**src/rtl/serial_adder_pkg.sv**
```systemverilog
// serial_adder_pkg: shared types and helpers for the serial_adder codebase slice.
// Holds the control-state encoding and the digit-counter width calculation.
package serial_adder_pkg;

    typedef enum logic [1:0] {
        IDLE = 2'd0,
        RUN  = 2'd1,
        DONE = 2'd2
    } state_t;

    // Counter width for N digit steps: enough bits to hold N-1, never below one bit.
    function automatic int cnt_width(input int n);
        if (n <= 2) begin
            return 1;
        end else begin
            return $clog2(n);
        end
    endfunction

endpackage

```
**src/rtl/fa_slice.sv**
```systemverilog
// fa_slice: purely combinational DIGIT-bit ripple of full-adder cells.
// c_msb exposes the carry entering the top bit so the parent can derive
// two's-complement overflow when it wants to.
module fa_slice #(
    parameter int DIGIT = 1
) (
    input  logic [DIGIT-1:0] a,
    input  logic [DIGIT-1:0] b,
    input  logic             ci,
    output logic [DIGIT-1:0] s,
    output logic             co,
    output logic             c_msb
);

    logic [DIGIT:0] carry_s;

    // Ripple the carry through DIGIT full-adder cells, LSB first.
    always_comb begin
        s          = '0;
        carry_s    = '0;
        carry_s[0] = ci;
        for (int i = 0; i < DIGIT; i++) begin
            s[i]         = a[i] ^ b[i] ^ carry_s[i];
            carry_s[i+1] = (a[i] & b[i]) | (a[i] & carry_s[i]) | (b[i] & carry_s[i]);
        end
    end

    assign co    = carry_s[DIGIT];
    assign c_msb = carry_s[DIGIT-1];

endmodule

```
**src/rtl/serial_adder.sv**
```systemverilog
// serial_adder: multi-cycle adder computing {cout,sum} = a + b + cin by
// pushing DIGIT bits per cycle through one fa_slice over WIDTH/DIGIT cycles.
// Handshake: start is accepted in IDLE or DONE; busy covers the RUN cycles;
// done pulses for one cycle with sum/cout valid and held afterwards.
// Optional feature macro: SERIAL_ADDER_OVF_EN adds the signed-overflow output ovf.
module serial_adder
    import serial_adder_pkg::*;
#(
    parameter int WIDTH = 8,
    parameter int DIGIT = 1
) (
    input  logic             clk,
    input  logic             rst,
    input  logic             start,
    input  logic [WIDTH-1:0] a,
    input  logic [WIDTH-1:0] b,
    input  logic             cin,
    output logic             busy,
    output logic             done,
    output logic [WIDTH-1:0] sum,
`ifdef SERIAL_ADDER_OVF_EN
    output logic             ovf,
`endif
    output logic             cout
);

    localparam int N  = WIDTH / DIGIT;
    localparam int CW = cnt_width(N);
    localparam logic [CW-1:0] LAST_CNT = CW'(N - 1);

    // Reject geometries where the slice cannot tile the operand exactly.
    if (WIDTH < 1 || DIGIT < 1 || (WIDTH % DIGIT) != 0) begin : g_param_check
        $fatal(1, "serial_adder: DIGIT must divide WIDTH exactly (WIDTH=%0d DIGIT=%0d)", WIDTH, DIGIT);
    end

    state_t           state_r;
    state_t           state_next_s;
    logic [CW-1:0]    cnt_r;
    logic [WIDTH-1:0] a_sh_r;
    logic [WIDTH-1:0] b_sh_r;
    logic [WIDTH-1:0] res_sh_r;
    logic             carry_r;
    logic [DIGIT-1:0] slice_sum_s;
    logic             slice_co_s;
    logic [WIDTH-1:0] res_next_s;
    logic             accept_s;
    logic             last_s;
`ifdef SERIAL_ADDER_OVF_EN
    logic             slice_c_msb_s;
`else
    logic             unused_c_msb_s;
`endif

    fa_slice #(
        .DIGIT (DIGIT)
    ) u_fa_slice (
        .a     (a_sh_r[DIGIT-1:0]),
        .b     (b_sh_r[DIGIT-1:0]),
        .ci    (carry_r),
`ifdef SERIAL_ADDER_OVF_EN
        .c_msb (slice_c_msb_s),
`else
        .c_msb (unused_c_msb_s),
`endif
        .s     (slice_sum_s),
        .co    (slice_co_s)
    );

    assign accept_s   = start && ((state_r == IDLE) || (state_r == DONE));
    assign last_s     = (cnt_r == LAST_CNT);
    // New digit enters at the top; after N steps the LSB digit sits at the bottom.
    assign res_next_s = WIDTH'({slice_sum_s, res_sh_r} >> DIGIT);

    // Next-state decode: RUN for N cycles, one DONE cycle, optional immediate restart.
    always_comb begin
        state_next_s = state_r;
        case (state_r)
            IDLE: begin
                if (start) begin
                    state_next_s = RUN;
                end else begin
                    state_next_s = IDLE;
                end
            end
            RUN: begin
                if (last_s) begin
                    state_next_s = DONE;
                end else begin
                    state_next_s = RUN;
                end
            end
            DONE: begin
                if (start) begin
                    state_next_s = RUN;
                end else begin
                    state_next_s = IDLE;
                end
            end
            default: begin
                state_next_s = IDLE;
            end
        endcase
    end

    // State register with busy/done registered from the next state so they align with it.
    always_ff @(posedge clk) begin
        if (rst) begin
            state_r <= IDLE;
            busy    <= 1'b0;
            done    <= 1'b0;
        end else begin
            state_r <= state_next_s;
            busy    <= (state_next_s == RUN);
            done    <= (state_next_s == DONE);
        end
    end

    // Datapath: latch operands on accept, step one digit per RUN cycle, publish on the last step.
    always_ff @(posedge clk) begin
        if (rst) begin
            cnt_r    <= '0;
            a_sh_r   <= '0;
            b_sh_r   <= '0;
            res_sh_r <= '0;
            carry_r  <= 1'b0;
            sum      <= '0;
            cout     <= 1'b0;
`ifdef SERIAL_ADDER_OVF_EN
            ovf      <= 1'b0;
`endif
        end else if (accept_s) begin
            a_sh_r   <= a;
            b_sh_r   <= b;
            carry_r  <= cin;
            res_sh_r <= '0;
            cnt_r    <= '0;
        end else if (state_r == RUN) begin
            a_sh_r   <= a_sh_r >> DIGIT;
            b_sh_r   <= b_sh_r >> DIGIT;
            res_sh_r <= res_next_s;
            carry_r  <= slice_co_s;
            if (last_s) begin
                // Hold the counter at its final value so it never wraps.
                sum  <= res_next_s;
                cout <= slice_co_s;
`ifdef SERIAL_ADDER_OVF_EN
                ovf  <= slice_c_msb_s ^ slice_co_s;
`endif
            end else begin
                cnt_r <= cnt_r + CW'(1'b1);
            end
        end
    end

endmodule

```
**config.mk**
```make
export PLATFORM = sky130hd
export DESIGN_NAME = serial_adder
export DESIGN_NICKNAME = d
export VERILOG_FILES = /design/src/rtl/serial_adder_pkg.sv /design/src/rtl/fa_slice.sv /design/src/rtl/serial_adder.sv
export SDC_FILE = /design/constraint.sdc
export NUM_CORES = 1
export LEC_CHECK = 0
export ABC_AREA = 1
export CAP_MARGIN = 20
export CORE_ASPECT_RATIO = 0.6
export CORE_MARGIN = 5
export CORE_UTILIZATION = 50
export DETAILED_ROUTE_END_ITERATION = 8
export PLACE_DENSITY_LB_ADDON = 0.08
export SLEW_MARGIN = 10
export SYNTH_ARGS = -nofsm -noshare
export SYNTH_HDL_FRONTEND = slang
export SYNTH_SLANG_ARGS = --single-unit
```
**constraint.sdc**
```tcl
create_clock -name clk -period 2.35 [get_ports clk]
set_clock_uncertainty 0.2 [all_clocks]
set_input_delay 0.235 -clock clk [delete_from_list [all_inputs] [get_ports clk]]
set_output_delay 0.235 -clock clk [all_outputs]
set_load 0.01 [all_outputs]
```
==> impl_results.md <==
- Period minus WS final: 1.75 ns
- Inserted Diodes: 0
- Part of the power in registers: 0.531
- Most frequent cells in the layout: 51 x nand2_1, 40 x dfxtp_1, 32 x inv_1
- First-pass GRT wire length: 5660 um
- CTS max path bufs: 2
- Placer Congestion: 0.758
- Clk Tree Root Cell: clkbuf_8
- Most frequent CP cell: nand2_1
- Async S/R FF share, synth: 0
- Setup WS post-layout: 0.602 ns
- FP Rows: 16
- Synthesis-to-layout area growth: 23.6%
- Power Internal: 1.04 mW
- Die W: 86.3 um
- Ratio of total power to cell area: 643 mW/mm^2
- Clock-pin transition on the worst setup and hold timing paths: 0.07 ns
- Setup Viol. Count Final: 0
- Cell taking the most area after synthesis: dfxtp_1
- Sequential Area: 801 sq um
- Final TNS setup: 0 ns
- Area contributors post-synth: dfxtp_1 46%, nand2_1 11%, nand3_1 7.2%
- Highest-delay cell along the critical path: dfxtp_1
- Ys flop type: dfxtp_1
- Register area share after synthesis: 0.459
- CORE AREA: 0.00330 sq mm
- # DRC: 0
- WS Path Type: reg -> reg
- Worst-path maximum fanout: 25
- Slew Limit Fails: 0
- Share of post-route cells with drive strength above 1: 0.0749
- Largest net degree at the start of global routing: 27
- Setup Buffers After CTS: 0
- Area of the multi-input gates: 751 sq um
- Mean Syn Cell Area: 7.46 sq um
- Cts bufs inserted: 5
- Critical path cell sequence: inv_1 > nand2_2 > nand2_1 > inv_2 > nand2_1 > nand2_1 > nor2_1
- Static leakage: 1.01 nW
- DRT iter0 DRCs: 69
- Vias: 1471
- CTS tree: done
- Hold WC Path Type: reg -> reg
- Post-cts resize count: 0
- Number of global-route vias before repair: 1220
- Dpl cells: 304
- Worst setup EP type: register
- Combinational power share: 0.136
- Fmax: 0.572 GHz
- Max_cap viols: 0
- Slowest stage delay, CP: 0.50 ns
- Worst Tran Pin Value: 0.513 ns
- NetSw: 0.353 mW
- Die height: 55.8 um
- Fin nets: 289
- WP data required: 2.33 ns
- Post-synthesis instance total: 234
- Period utilization: 0.744
- Tot GR Track Use: 0.146
- DIE AREA: 0.00481 sq mm
- H-tree levels: 2
- Startpoint types: register
- Hold Buf Count CTS: 0
- Status: complete, no violations
- Drt wl/cell: 11.0 um
- Post-synth top area share: 0.459
- Place WS: 0.533 ns
- Initial Util: 0.528
- Clock power frac: 0.333
- Clk_lat worst skew: 0.28 ns
- WL final: 3430 um
- Yosys cell types: 22
- Vias per cell: 4.71
- Synth Register Bits: 40
- Hold path depth: 2
- Detail Route Antenna Nets: 0
- Post-synth EDFFs: 0
- Post-Syn Area: 0.00175 sq mm
- # IOs: 31
- Yosys warns: 0
- Power consumption: 1.39 mW
- PortBufs: 30
- Worst IR drop on VDD: 365 uV
- Fin cells: 312
- Switching Share: 0.254
- Clk sinks: 40
- Filler instances: 314
- Commonest non-fill, non-tap cell in the layout: nand2_1
- Pre-Repair DR Iteration Count: 4
- Max_slew headroom: 0.658
- Post-DP HPWL: 2510 um
- Unrepaired setup endpoints after global routing: false
- R2R depth: 7
- WP data arrival: 1.73 ns
- Initial antenna violation count: 0
- Hold Violations, Final: 0
- Syn nets: 257
- Grt total ovfl: 0
## cell usage after synthesis (2+ instances only)
cell,number
nand3_1,25
ha_1,2
nor2_4,2
nor2_1,25
a21oi_1,20
dfxtp_1,40
inv_2,4
nand2_1,51
buf_4,4
inv_1,32
o21ai_1,2
o21ai_0,16
nor2_8,2
## worst paths after layout
| kind | start | end | slack, ns |
|---|---|---|---|
| max | state_r[0] | b_sh_r[1] | 0.60 |
| min | a_sh_r[7] | a_sh_r[7] | 0.27 |
| max reg2reg | state_r[0] | b_sh_r[1] | 0.60 |
| min reg2reg | a_sh_r[7] | a_sh_r[7] | 0.27 |
## flip-flops by register name (all words and copies together) (netlist names)
| name | count |
|---|---|
| cout | 1 |
| res_sh_r | 7 |
| busy | 1 |
| b_sh_r | 8 |
| sum | 8 |
| state_r | 2 |
| cnt_r | 3 |
| done | 1 |
| a_sh_r | 8 |
| carry_r | 1 |
## routing by layer
layer  share of wire  GRT usage  routed length [um]
met1            0.55      0.222                1870
met4           0.010     0.0467                  36
met2            0.38      0.190                1310
met5               0          0                   0
met3           0.062     0.0473                 214
## final cells by class
| class | instances | area share |
|---|---|---|
| Timing Repair Buffer | 32 | 0.146 |
| Multi-Input combinational cell | 150 | 0.348 |
| Clock buffer | 8 | 0.0418 |
| Tap cell | 45 | 0.0261 |
| Inverter | 37 | 0.0667 |
| Sequential cell | 40 | 0.371 |
## per-stage QoR
| step | hold slack [ns] | cell area [sq um] | util |
|---|---|---|---|
| final | 0.267 | 2160 | 0.653 |
| after floorplan | 0.104 | 1750 | - |
| after global placement | 0.247 | 2070 | 0.626 |
| after global routing | 0.292 | 2160 | 0.653 |
| after detailed placement | 0.256 | 2070 | 0.626 |
| after CTS | 0.267 | 2160 | 0.653 |
## kinds of logic (layout without fill, tap and decap cells)
kind of cell,count (synthesis),in the layout,share of synthesized area
compound gates,38,38,0.109
fa+ha+maj,3,3,0.0258
buf+inv,44,77,0.111
flops,40,40,0.459
simple gates,109,109,0.295
## critical path, delay by kind of cell, from the launching register on
kind	cells	cell delay (ns)
simple gates	5	0.66
flops	1	0.50
buf+inv	2	0.28
## power groups by stage
stage	Combinational [mW]	Clock [mW]	Sequential [mW]
2_1_floorplan	0.135	0	0.746
3_3_place_gp	0.187	0	0.751
3_5_place_dp	0.189	0	0.752
4_1_cts	0.190	0.473	0.737
5_1_grt	0.216	0.494	0.741
6_report	0.189	0.462	0.737
Power figures use the tool's default switching activity.
